`src/rtl/cpu_sequencer.sv`:
```
// Multi-cycle instruction sequencer: walks each instruction through fetch, decode,
// execute, memory and writeback, with run/step control, halt, memory timeout and retire count.
module cpu_sequencer #(
    parameter int TIMEOUT = 15
) (
    input  logic        clk,
    input  logic        rst,
    input  logic        run,
    input  logic        step,
    input  logic        imem_ready,
    input  logic        dmem_ready,
    input  logic        is_load,
    input  logic        is_store,
    input  logic        is_branch,
    input  logic        is_halt,
    input  logic        writes_rd,
    input  logic        zero,
    output logic        imem_req,
    output logic        ir_load,
    output logic        dmem_req,
    output logic        dmem_we,
    output logic        rf_we,
    output logic        pc_en,
    output logic        pc_branch,
    output logic        halted,
    output logic        fault,
    output logic [31:0] retired
);

    typedef enum logic [2:0] {
        ST_FETCH  = 3'd0,
        ST_DECODE = 3'd1,
        ST_EXEC   = 3'd2,
        ST_MEM    = 3'd3,
        ST_WB     = 3'd4,
        ST_HALT   = 3'd5,
        ST_FAULT  = 3'd6
    } state_t;

    localparam logic [7:0] TMO_LIM = 8'(TIMEOUT);

    state_t     state;
    state_t     state_nxt;
    logic       ld_q;
    logic       st_q;
    logic       br_q;
    logic       wr_q;
    logic       zero_q;
    logic       step_pend;
    logic [7:0] tmo_cnt;
    logic       go;
    logic       waiting;
    logic       br_zero;

    assign go = run | step_pend;

    always_ff @(posedge clk) begin
        if (rst) begin
            state     <= ST_FETCH;
            ld_q      <= 1'b0;
            st_q      <= 1'b0;
            br_q      <= 1'b0;
            wr_q      <= 1'b0;
            zero_q    <= 1'b0;
            step_pend <= 1'b0;
            tmo_cnt   <= 8'd0;
            retired   <= 32'd0;
        end else begin
            state <= state_nxt;
            if (state == ST_DECODE) begin
                ld_q <= is_load;
                st_q <= is_store & ~is_load;
                br_q <= is_branch;
                wr_q <= writes_rd;
            end
            if (state == ST_EXEC) begin
                zero_q <= zero;
            end
            if (ir_load) begin
                step_pend <= 1'b0;
            end else if (step && !run) begin
                step_pend <= 1'b1;
            end
            if (pc_en) begin
                retired <= retired + 32'd1;
            end
            // Counter only runs while a request is stalled in the same state.
            if (waiting && (state_nxt == state)) begin
                tmo_cnt <= tmo_cnt + 8'd1;
            end else begin
                tmo_cnt <= 8'd0;
            end
        end
    end

    always_comb begin
        state_nxt = state;
        imem_req  = 1'b0;
        ir_load   = 1'b0;
        dmem_req  = 1'b0;
        dmem_we   = 1'b0;
        rf_we     = 1'b0;
        pc_en     = 1'b0;
        halted    = 1'b0;
        fault     = 1'b0;
        waiting   = 1'b0;
        br_zero   = zero_q;

        case (state)
            ST_FETCH: begin
                imem_req = go;
                if (go) begin
                    if (imem_ready) begin
                        ir_load   = 1'b1;
                        state_nxt = ST_DECODE;
                    end else begin
                        waiting = 1'b1;
                    end
                end
            end
            ST_DECODE: begin
                state_nxt = is_halt ? ST_HALT : ST_EXEC;
            end
            ST_EXEC: begin
                br_zero = zero;
                if (ld_q || st_q) begin
                    state_nxt = ST_MEM;
                end else if (wr_q) begin
                    state_nxt = ST_WB;
                end else begin
                    pc_en     = 1'b1;
                    state_nxt = ST_FETCH;
                end
            end
            ST_MEM: begin
                dmem_req = 1'b1;
                dmem_we  = st_q;
                if (dmem_ready) begin
                    if (ld_q) begin
                        state_nxt = ST_WB;
                    end else begin
                        pc_en     = 1'b1;
                        state_nxt = ST_FETCH;
                    end
                end else begin
                    waiting = 1'b1;
                end
            end
            ST_WB: begin
                rf_we     = 1'b1;
                pc_en     = 1'b1;
                state_nxt = ST_FETCH;
            end
            ST_HALT: begin
                halted = 1'b1;
            end
            ST_FAULT: begin
                fault = 1'b1;
            end
            default: begin
                state_nxt = ST_FETCH;
            end
        endcase

        // A ready in the limit cycle already cleared waiting, so it wins over the fault.
        if (waiting && (tmo_cnt == TMO_LIM)) begin
            state_nxt = ST_FAULT;
        end

        // Nothing escapes from an instruction aborted by reset.
        if (rst) begin
            imem_req = 1'b0;
            ir_load  = 1'b0;
            dmem_req = 1'b0;
            dmem_we  = 1'b0;
            rf_we    = 1'b0;
            pc_en    = 1'b0;
            halted   = 1'b0;
            fault    = 1'b0;
        end

        pc_branch = pc_en & br_q & br_zero;
    end

endmodule

```
`config.mk`:
```
export PLATFORM = sky130hd
export DESIGN_NAME = cpu_sequencer
export DESIGN_NICKNAME = d
export VERILOG_FILES = /design/src/rtl/cpu_sequencer.sv
export SDC_FILE = /design/constraint.sdc
export NUM_CORES = 1
export LEC_CHECK = 0
export ABC_AREA = 1
export CAP_MARGIN = 20
export CORE_ASPECT_RATIO = 0.75
export CORE_MARGIN = 3
export CORE_UTILIZATION = 57
export DETAILED_ROUTE_END_ITERATION = 8
export GPL_TIMING_DRIVEN = 0
export PLACE_DENSITY = 0.94
export SETUP_SLACK_MARGIN = 0.2
export SLEW_MARGIN = 10
export SYNTH_ARGS = -nofsm -noshare
export SYNTH_HDL_FRONTEND = slang
export SYNTH_SLANG_ARGS = --single-unit
```
`constraint.sdc`:
```
create_clock -name clk -period 4.1 [get_ports clk]
set_input_delay 0.41 -clock clk [delete_from_list [all_inputs] [get_ports clk]]
set_output_delay 0.41 -clock clk [all_outputs]
set_load 0.05 [all_outputs]
```
# Word-level counts from Yosys, hierarchy flattened
# Index checks and enable logic that the tools add are counted.
# Widths: inputs -> output; s select.
[word_totals]
ff_bits = 49
input_bits = 12
elab_cells = 70
[classes]
n_addsub = 2
n_eq_ne = 8
muxes = 36
bitwise_logic = 6
reduce_logical = 9
[ops]
columns = ["operator", "n"]
rows = [
  ["$add 32x1->32 const B", 1],
  ["$mux 1", 25],
  ["$mux 3", 8],
  ["$pmux 3 s5", 1],
  ["$eq 3x3->1 const B", 3],
  ["$add 8x1->8 const B", 1],
  ["$eq 8x4->1 const B", 1],
  ["$eq 3x2->1 const B", 2],
  ["$reduce_or 2->1", 3],
  ["$and 1x1->1", 3],
  ["$eq 3x1->1 const B", 1],
  ["$eq 3x3->1", 1],
  ["$logic_and 1x1->1", 3],
  ["$logic_not 3->1", 1],
  ["$pmux 1 s3", 1],
  ["$not 1->1", 2],
  ["$pmux 1 s2", 1],
  ["$logic_not 1->1", 1],
  ["$logic_or 1x1->1", 1],
  ["$or 1x1->1", 1],
]

# Longest topological paths before layout
# Gate-level depths: netlist (run 1).
[logic_depth]
depth_word = 9
ltp_mapped = 11

# Worst setup path after synthesis (run 1)
# OpenSTA, ideal clock, no wires.
[synth_path]
path_type = "in2out"
from = "input port rst"
to = "output port imem_req"
arrival_time_ns = 2.307
required_ns = 3.690
setup_slack_ns = 1.383
stages = 3
n_path_buf = 2
path_cell_list = "clkbuf_1 -> clkbuf_1 -> nor4_1"
[synth_via]
elab_chain_cells = 1
[synth_lines]
columns = ["element", "line_no", "rtl"]
rows = [
  ["from (decl)", "7", "input logic rst,"],
  ["$mux 1", "171", "if (rst) begin"],
  ["to (decl)", "18", "output logic imem_req,"],
]
# No other way between the ends.

# Final worst setup path (run 1)
[layout_path]
from = "register state[1]"
to = "output port pc_branch"
[layout_via]
elab_chain_cells = 5
elab_cells_between_ends = 8
classes_between = "eq/ne: 3; mux: 3; bitwise: 2"
[layout_lines]
columns = ["element", "line_no", "rtl"]
rows = [
  ["from (decl)", "42", "state_t state;"],
  ["from (signal assigned)", "69", "state <= state_nxt;"],
  ["$eq 3x3->1 or $eq 3x2->1 (tied branches)", "109", "case (state)"],
  ["$pmux 1 s3", "109", ""],
  ["$mux 1", "171", ""],
  ["$and 1x1->1", "182", "pc_branch = pc_en & br_q & br_zero;"],
  ["$and 1x1->1 *", "182", ""],
  ["to (decl)", "24", "output logic pc_branch,"],
]
# Every way passes the cells marked *; elsewhere a longest branch is shown, timed or not.

==> qor.csv, run 1 <==
metric;value;unit
Post-CTS Setup Bufs;0;
GRT Total Usage;0.276;
CP Class;flop to output port;
final instance count without filler cells;598;
CP Data Required Time;3.69;ns
Reg-to-Reg End;retired[16]$_SDFFE_PP0P_;
initial antenna violation count;0;
worst slew pin tran;0.725;ns
DP Cell Count;590;
via count;3196;
CP startpoint kind;flop;
PortBufs;51;
post-CTS sizing;0;
Pre-Repair DR Iteration Count;6;
Rows;22;
Yosys cell types;29;
Area growth syn-to-layout;24.1;%
Max-cap violations;0;
clk_lat worst skew;0.31;ns
first-pass GRT wire length;13.1;mm
share of layout cells above drive strength 1;0.103;
largest net degree at the start of global routing;16;
CP Capture Type;output port;
Setup TNS;0;ns
max-slew violations;0;
core box area;0.00498;mm^2
num ports;53;
Final min period;2.95;ns
Leak;1.31;nW
Vias/cell;5.34;
final setup fails;0;
Die Span X;89.6;um
crit path DAT;2.54;ns
post-synthesis sequential area ratio;0.328;
post-cts hold buffer count;0;
Min-Delay Path Class;flop to flop;
Syn Inst Count;467;
CP endpoint;pc_branch;
Antenna diodes;0;
status;complete, no violations;
Syn Area/Cell;6.40;um^2
unrepaired setup endpoints after global routing;no;
CTS Sinks;49;
buffer levels on the longest clock path;2;
Net Count, Synth;481;
DRC Markers;0;
R2R cell count;8;
WL/cell;13.5;um
synthesis-stage register bit count;49;
P per Cell Area;260;mW/mm^2
TritonCTS clock tree;built;
part of the cycle the worst path needs;0.719;
Starting Density;0.600;
clock buffer count from CTS;5;
Layout Skew;0.00986;ns
Clock transition at path regs;0.09;ns
htree depth;2;
number of nets with antenna violations after routing;0;
number of DRC markers in iteration 0;356;
dpl hpwl;6.03;mm
launch point of the worst path;state[1]$_SDFF_PP0_;
die area;0.00616;mm^2
Fmax achieved;0.339;GHz
Placer Congestion;1.03;
reg-to-reg startpoint;retired[0]$_SDFFE_PP0P_;
Max FO, Critical Path;10;
Fin. Hold Viols;0;
nets;539;
yosys warns;0;
CTS Root Cell;clkbuf_8;
total gr overflow;0;
Mapped Area;0.00299;mm^2
vias in the first global route;2808;
Die Height;68.7;um
Slew Limit Headroom;0.517;
final core utilization;0.744;
VDD IR max;0.000208;V
reg2reg setup slack;2.23;ns
total routed wirelength;8.05;mm
-- area by class of cell --
class	instances	area, um^2
sequential	49	981
fill	404	1270
tap	72	90.1
buffer	10	67.6
clock inverter	2	37.5
clock buffer	6	82.6
timing repair buffer	51	510
multi-input combinational	372	1800
inverter	36	140
-- layout by cell type (no fill, tap or decap), drive strengths merged, types with 7 or more instances in the layout --
| cell | netlist | final |
|---|---|---|
| a21oi | 32 | 32 |
| clkbuf | 5 | 11 |
| clkdlybuf4s50 | 0 | 51 |
| dfxtp | 49 | 49 |
| inv | 34 | 34 |
| nand2 | 180 | 180 |
| nand3 | 17 | 17 |
| nand3b | 16 | 16 |
| nor2 | 89 | 89 |
| nor3 | 7 | 7 |
| o21ai | 8 | 8 |
| xnor2 | 7 | 7 |
| xor2 | 11 | 11 |
-- through the flow --
step	hold slack (ns)	power (mW)	area [um^2]	setup WS (ns)
2_1_floorplan	0.418	0.567	2990	1.38
3_3_place_gp	0.428	0.598	3590	1.23
3_5_place_dp	0.441	0.601	3590	1.23
4_1_cts	0.454	0.963	3710	1.15
5_1_grt	0.488	0.997	3710	1.04
6_report	0.454	0.963	3710	1.15
-- power breakdown --
part / internal, mW / switching (mW) / total, mW
combinational: 0.0339 / 0.0670 / 0.101
clock: 0.199 / 0.173 / 0.372
sequential: 0.484 / 0.00667 / 0.490
total: 0.716 / 0.247 / 0.963
-- cells by family after synthesis --
group,count (synthesis),synth area share
AOI/OAI and AO/OA,42,0.0955
xor gates and xnor gates,18,0.0528
adders and majority gates,2,0.00837
buffers and inverters,46,0.0695
DFF,49,0.328
and+or+nand+nor,310,0.446
-- flip-flops by register name, indices dropped and copies added, names as in the netlist --
name	flops
zero_q	1
st_q	1
ld_q	1
br_q	1
retired	32
step_pend	1
wr_q	1
tmo_cnt	8
state	3
-- worst max-delay path: stages, from the launching register on --
cell and delay, ns:
dfxtp_1 0.48, nand2_2 0.12, nor2_4 0.12, nand2_2 0.08
nand3_4 0.14, nand2_4 0.11, buf_4 0.20, nor3_1 0.15
clkdlybuf4s50_1 0.83
-- cells in the mapped netlist --
library cell  number  area (um^2)
nor3_1             7         35.0
nor2_2             1         6.26
nor2_1            86          323
nand2_1          166          623
nand3_4            1         17.5
nand3_1           15         75.1
nor2_4             2         22.5
o21ai_0            8         40.0
a31oi_1            1         6.26
clkinv_4           1         8.76
xor2_1            11         96.3
nand3b_1          16          120
nand2_4            1         11.3
nor4_1             1         6.26
nand3_2            1         10.0
dfxtp_1           49          981
xnor2_1            7         61.3
clkbuf_1           5         18.8
a211oi_1           1         7.51
buf_4              3         22.5
inv_1             32          120
clkinv_1           1         3.75
buf_8              1         15.0
a21oi_2           19          166
buf_6              1         11.3
nand2_2           13         81.3
a21oi_1           13         65.1
inv_2              2         7.51
ha_1               2         25.0
-- per-layer routing --
layer,vias to the layer above,part of all wire,GRT usage
met5,-,0,0
met4,0,0.012,0.0669
met3,14,0.083,0.0511
met2,151,0.44,0.413
met1,1451,0.47,0.407
li1,1580,-,-
-- worst min-delay path by stage --
stage	to	cells after the start	slack, ns	from
after floorplan	tmo_cnt[0]$_SDFF_PP0_	1	0.42	tmo_cnt[0]$_SDFF_PP0_
after global placement	tmo_cnt[0]$_SDFF_PP0_	1	0.43	tmo_cnt[0]$_SDFF_PP0_
after detailed placement	tmo_cnt[0]$_SDFF_PP0_	1	0.44	tmo_cnt[0]$_SDFF_PP0_
after CTS	tmo_cnt[0]$_SDFF_PP0_	1	0.45	tmo_cnt[0]$_SDFF_PP0_
after global routing	tmo_cnt[0]$_SDFF_PP0_	1	0.49	tmo_cnt[0]$_SDFF_PP0_
final	tmo_cnt[0]$_SDFF_PP0_	1	0.45	tmo_cnt[0]$_SDFF_PP0_
(Power assumes the default switching activity.)
==> run 2, diff against run 1 <==
Settings changed: CORE_UTILIZATION 57 to 48, PLACE_DENSITY 0.94 to 0.86.
Clock period 4.1 ns to 2.6 ns, I/O delays scaled along.
==> run 2 against run 1 <==
Net effect: setup slack got worse by 0.84 ns; register-to-register slack got worse by 1.5 ns; global-route usage fell by 4.3 points; design area rose by 0.78%; first-iteration DRC count fell by 42%; highest routed layer unchanged; sequential cell count did not move; hold slack improved by 0.012 ns; clock skew rose by 0.0060 ns; core utilization fell by 11 points; clock-buffer cell count fell by 1; critical path type unchanged; final cell count rose by 1.0%.
==> qor.csv, run 2 (synthesized netlist as in run 1, its figures left out) <==
metric;value;unit
share of layout cells above drive strength 1;0.108;
Slew Limit Headroom;0.508;
crit path DAT;2.03;ns
Reg with most FFs;retired;
CP startpoint kind;flop;
status;complete, no violations;
number of nets with antenna violations after routing;0;
multi-input logic area;0.00181;mm^2
Die Height;74.3;um
final instance count without filler cells;604;
commonest non-fill, non-tap cell in the layout;nand2_1;
Area growth syn-to-layout;25.1;%
TritonCTS clock tree;built;
total routed wirelength;8.07;mm
commonest cells after routing, fill and taps aside;nand2_1, nor2_1, dfxtp_1;
Min-Delay Path Class;input port to flop;
WL/cell;13.4;um
post-cts hold buffer count;0;
num ports;53;
number of DRC markers in iteration 0;206;
CP Class;flop to output port;
Fin. Hold Viols;0;
Die Span X;97.1;um
FILL cells;569;
Final min period;2.29;ns
htree depth;2;
nets;539;
max FFs per register;32;
Pre-Repair DR Iteration Count;5;
largest net degree at the start of global routing;17;
VDD IR max;0.000255;V
Max FO, Critical Path;10;
first-pass GRT wire length;13.5;mm
PortBufs;51;
core box area;0.00592;mm^2
Starting Density;0.505;
CTS Sinks;49;
worst slew pin tran;0.738;ns
max-slew violations;0;
CP Data Required Time;2.34;ns
part of the cycle the worst path needs;0.881;
CP Capture Type;output port;
Antenna diodes;0;
final setup margin;0.310;ns
buffer levels on the longest clock path;2;
DRC Markers;0;
DP Cell Count;596;
die area;0.00722;mm^2
vias in the first global route;2838;
clock buffer count from CTS;5;
Setup TNS;0;ns
Layout Skew;0.0159;ns
Reg-to-Reg End;retired[16]$_SDFFE_PP0P_;
dpl ws;-0.0206;ns
Hold Path End;retired[3]$_SDFFE_PP0P_;
hold path depth;4;
Max-cap violations;0;
Clock transition at path regs;0.09;ns
hold_sp;rst;
unrepaired setup endpoints after global routing;yes;
initial antenna violation count;0;
Fmax achieved;0.437;GHz
Vias/cell;5.19;
CTS Root Cell;clkbuf_8;
Storage cell area;981;um^2
via count;3132;
reg2reg setup slack;0.73;ns
reg-to-reg startpoint;retired[0]$_SDFFE_PP0P_;
Placer Congestion;0.923;
R2R cell count;8;
Rows;24;
clk_lat worst skew;0.32;ns
GRT Total Usage;0.233;
dpl hpwl;6.27;mm
top flop regs;retired x32, tmo_cnt x8, state x3;
total gr overflow;0;
final core utilization;0.632;
P per Cell Area;429;mW/mm^2
final setup fails;0;
Leak;1.35;nW
==> run 2: cell count changes in the layout (fill, tap and decap cells not counted) <==
cell,before,now
buf_2,0,1
bufinv_16,1,2
clkbuf_8,6,5
clkdlybuf4s15_2,0,1
clkdlybuf4s50_1,51,47
clkinvlp_4,1,0
dlygate4sd2_1,0,1
dlymetal6s2s_1,0,1
inv_6,0,1
nor4_1,1,0
nor4_2,0,1
==> run 2: per-layer routing <==
metal | wire, um | track usage | up-vias | share of wire
met5 | 0 | 0 | - | 0
met4 | 102 | 0.0810 | 0 | 0.013
met3 | 548 | 0.0375 | 10 | 0.068
met2 | 3320 | 0.352 | 119 | 0.41
met1 | 4100 | 0.338 | 1427 | 0.51
li1 | - | - | 1576 | -
==> run 2: repair_timing <==
| item | CTS | global route |
|---|---|---|
| setup endpoints to repair | 3 | 2 |
| gates resized for setup | 8 | 3 |
| gates cloned | 0 | 0 |
| setup buffers | 0 | 0 |
==> run 2: how the worst max path moves through the flow <==
| stage | to | from | slack (ns) | depth (start not counted) |
|---|---|---|---|---|
| after floorplan | pc_branch | state[1]$_SDFF_PP0_ | 0.24 | 7 |
| after global placement | pc_branch | dmem_ready | 0.006 | 7 |
| after detailed placement | pc_branch | dmem_ready | -0.02 | 7 |
| after CTS | pc_branch | state[1]$_SDFF_PP0_ | 0.18 | 8 |
| after global routing | pc_branch | state[1]$_SDFF_PP0_ | 0.20 | 8 |
| final | pc_en | state[1]$_SDFF_PP0_ | 0.31 | 7 |
==> run 2: layout make-up <==
cell class | instances | share of cell area
inverter | 36 | 0.0375
clock inverter | 3 | 0.0184
tap | 78 | 0.0261
sequential | 49 | 0.262
timing repair buffer | 51 | 0.136
buffer | 10 | 0.0181
clock buffer | 5 | 0.0184
multi-input combinational | 372 | 0.483
==> run 2: where the power goes <==
part | switching, mW | internal, mW | total, mW | leakage [nW]
registers | 0.0107 | 0.763 | 0.774 | 0.396
clock network | 0.282 | 0.387 | 0.670 | 0.0687
logic | 0.106 | 0.0531 | 0.159 | 0.888
total | 0.399 | 1.20 | 1.60 | 1.35
==> run 2: metrics by stage <==
stage                     hold WS [ns]  power (mW)  instance area (um^2)
after floorplan                  0.403       0.896                  2990
after global placement           0.428       0.946                  3600
after detailed placement         0.443       0.949                  3600
after CTS                        0.446        1.61                  3740
after global routing             0.484        1.65                  3740
final                            0.465        1.60                  3740
==> run 2: critical path, stage by stage (launching register included) <==
cell and delay [ns]:
dfxtp_1 0.48, inv_2 0.12, nand3_1 0.16, nand3_4 0.17, nand2_4 0.17, clkinv_4 0.12
buf_8 0.16, clkdlybuf4s15_2 0.33
==> run 3, diff against run 2 <==
Settings changed: HOLD_SLACK_MARGIN from default to 0.12.
==> results of run 3 <==
No change in the layout: final DEF, timing and power equal those of run 2.
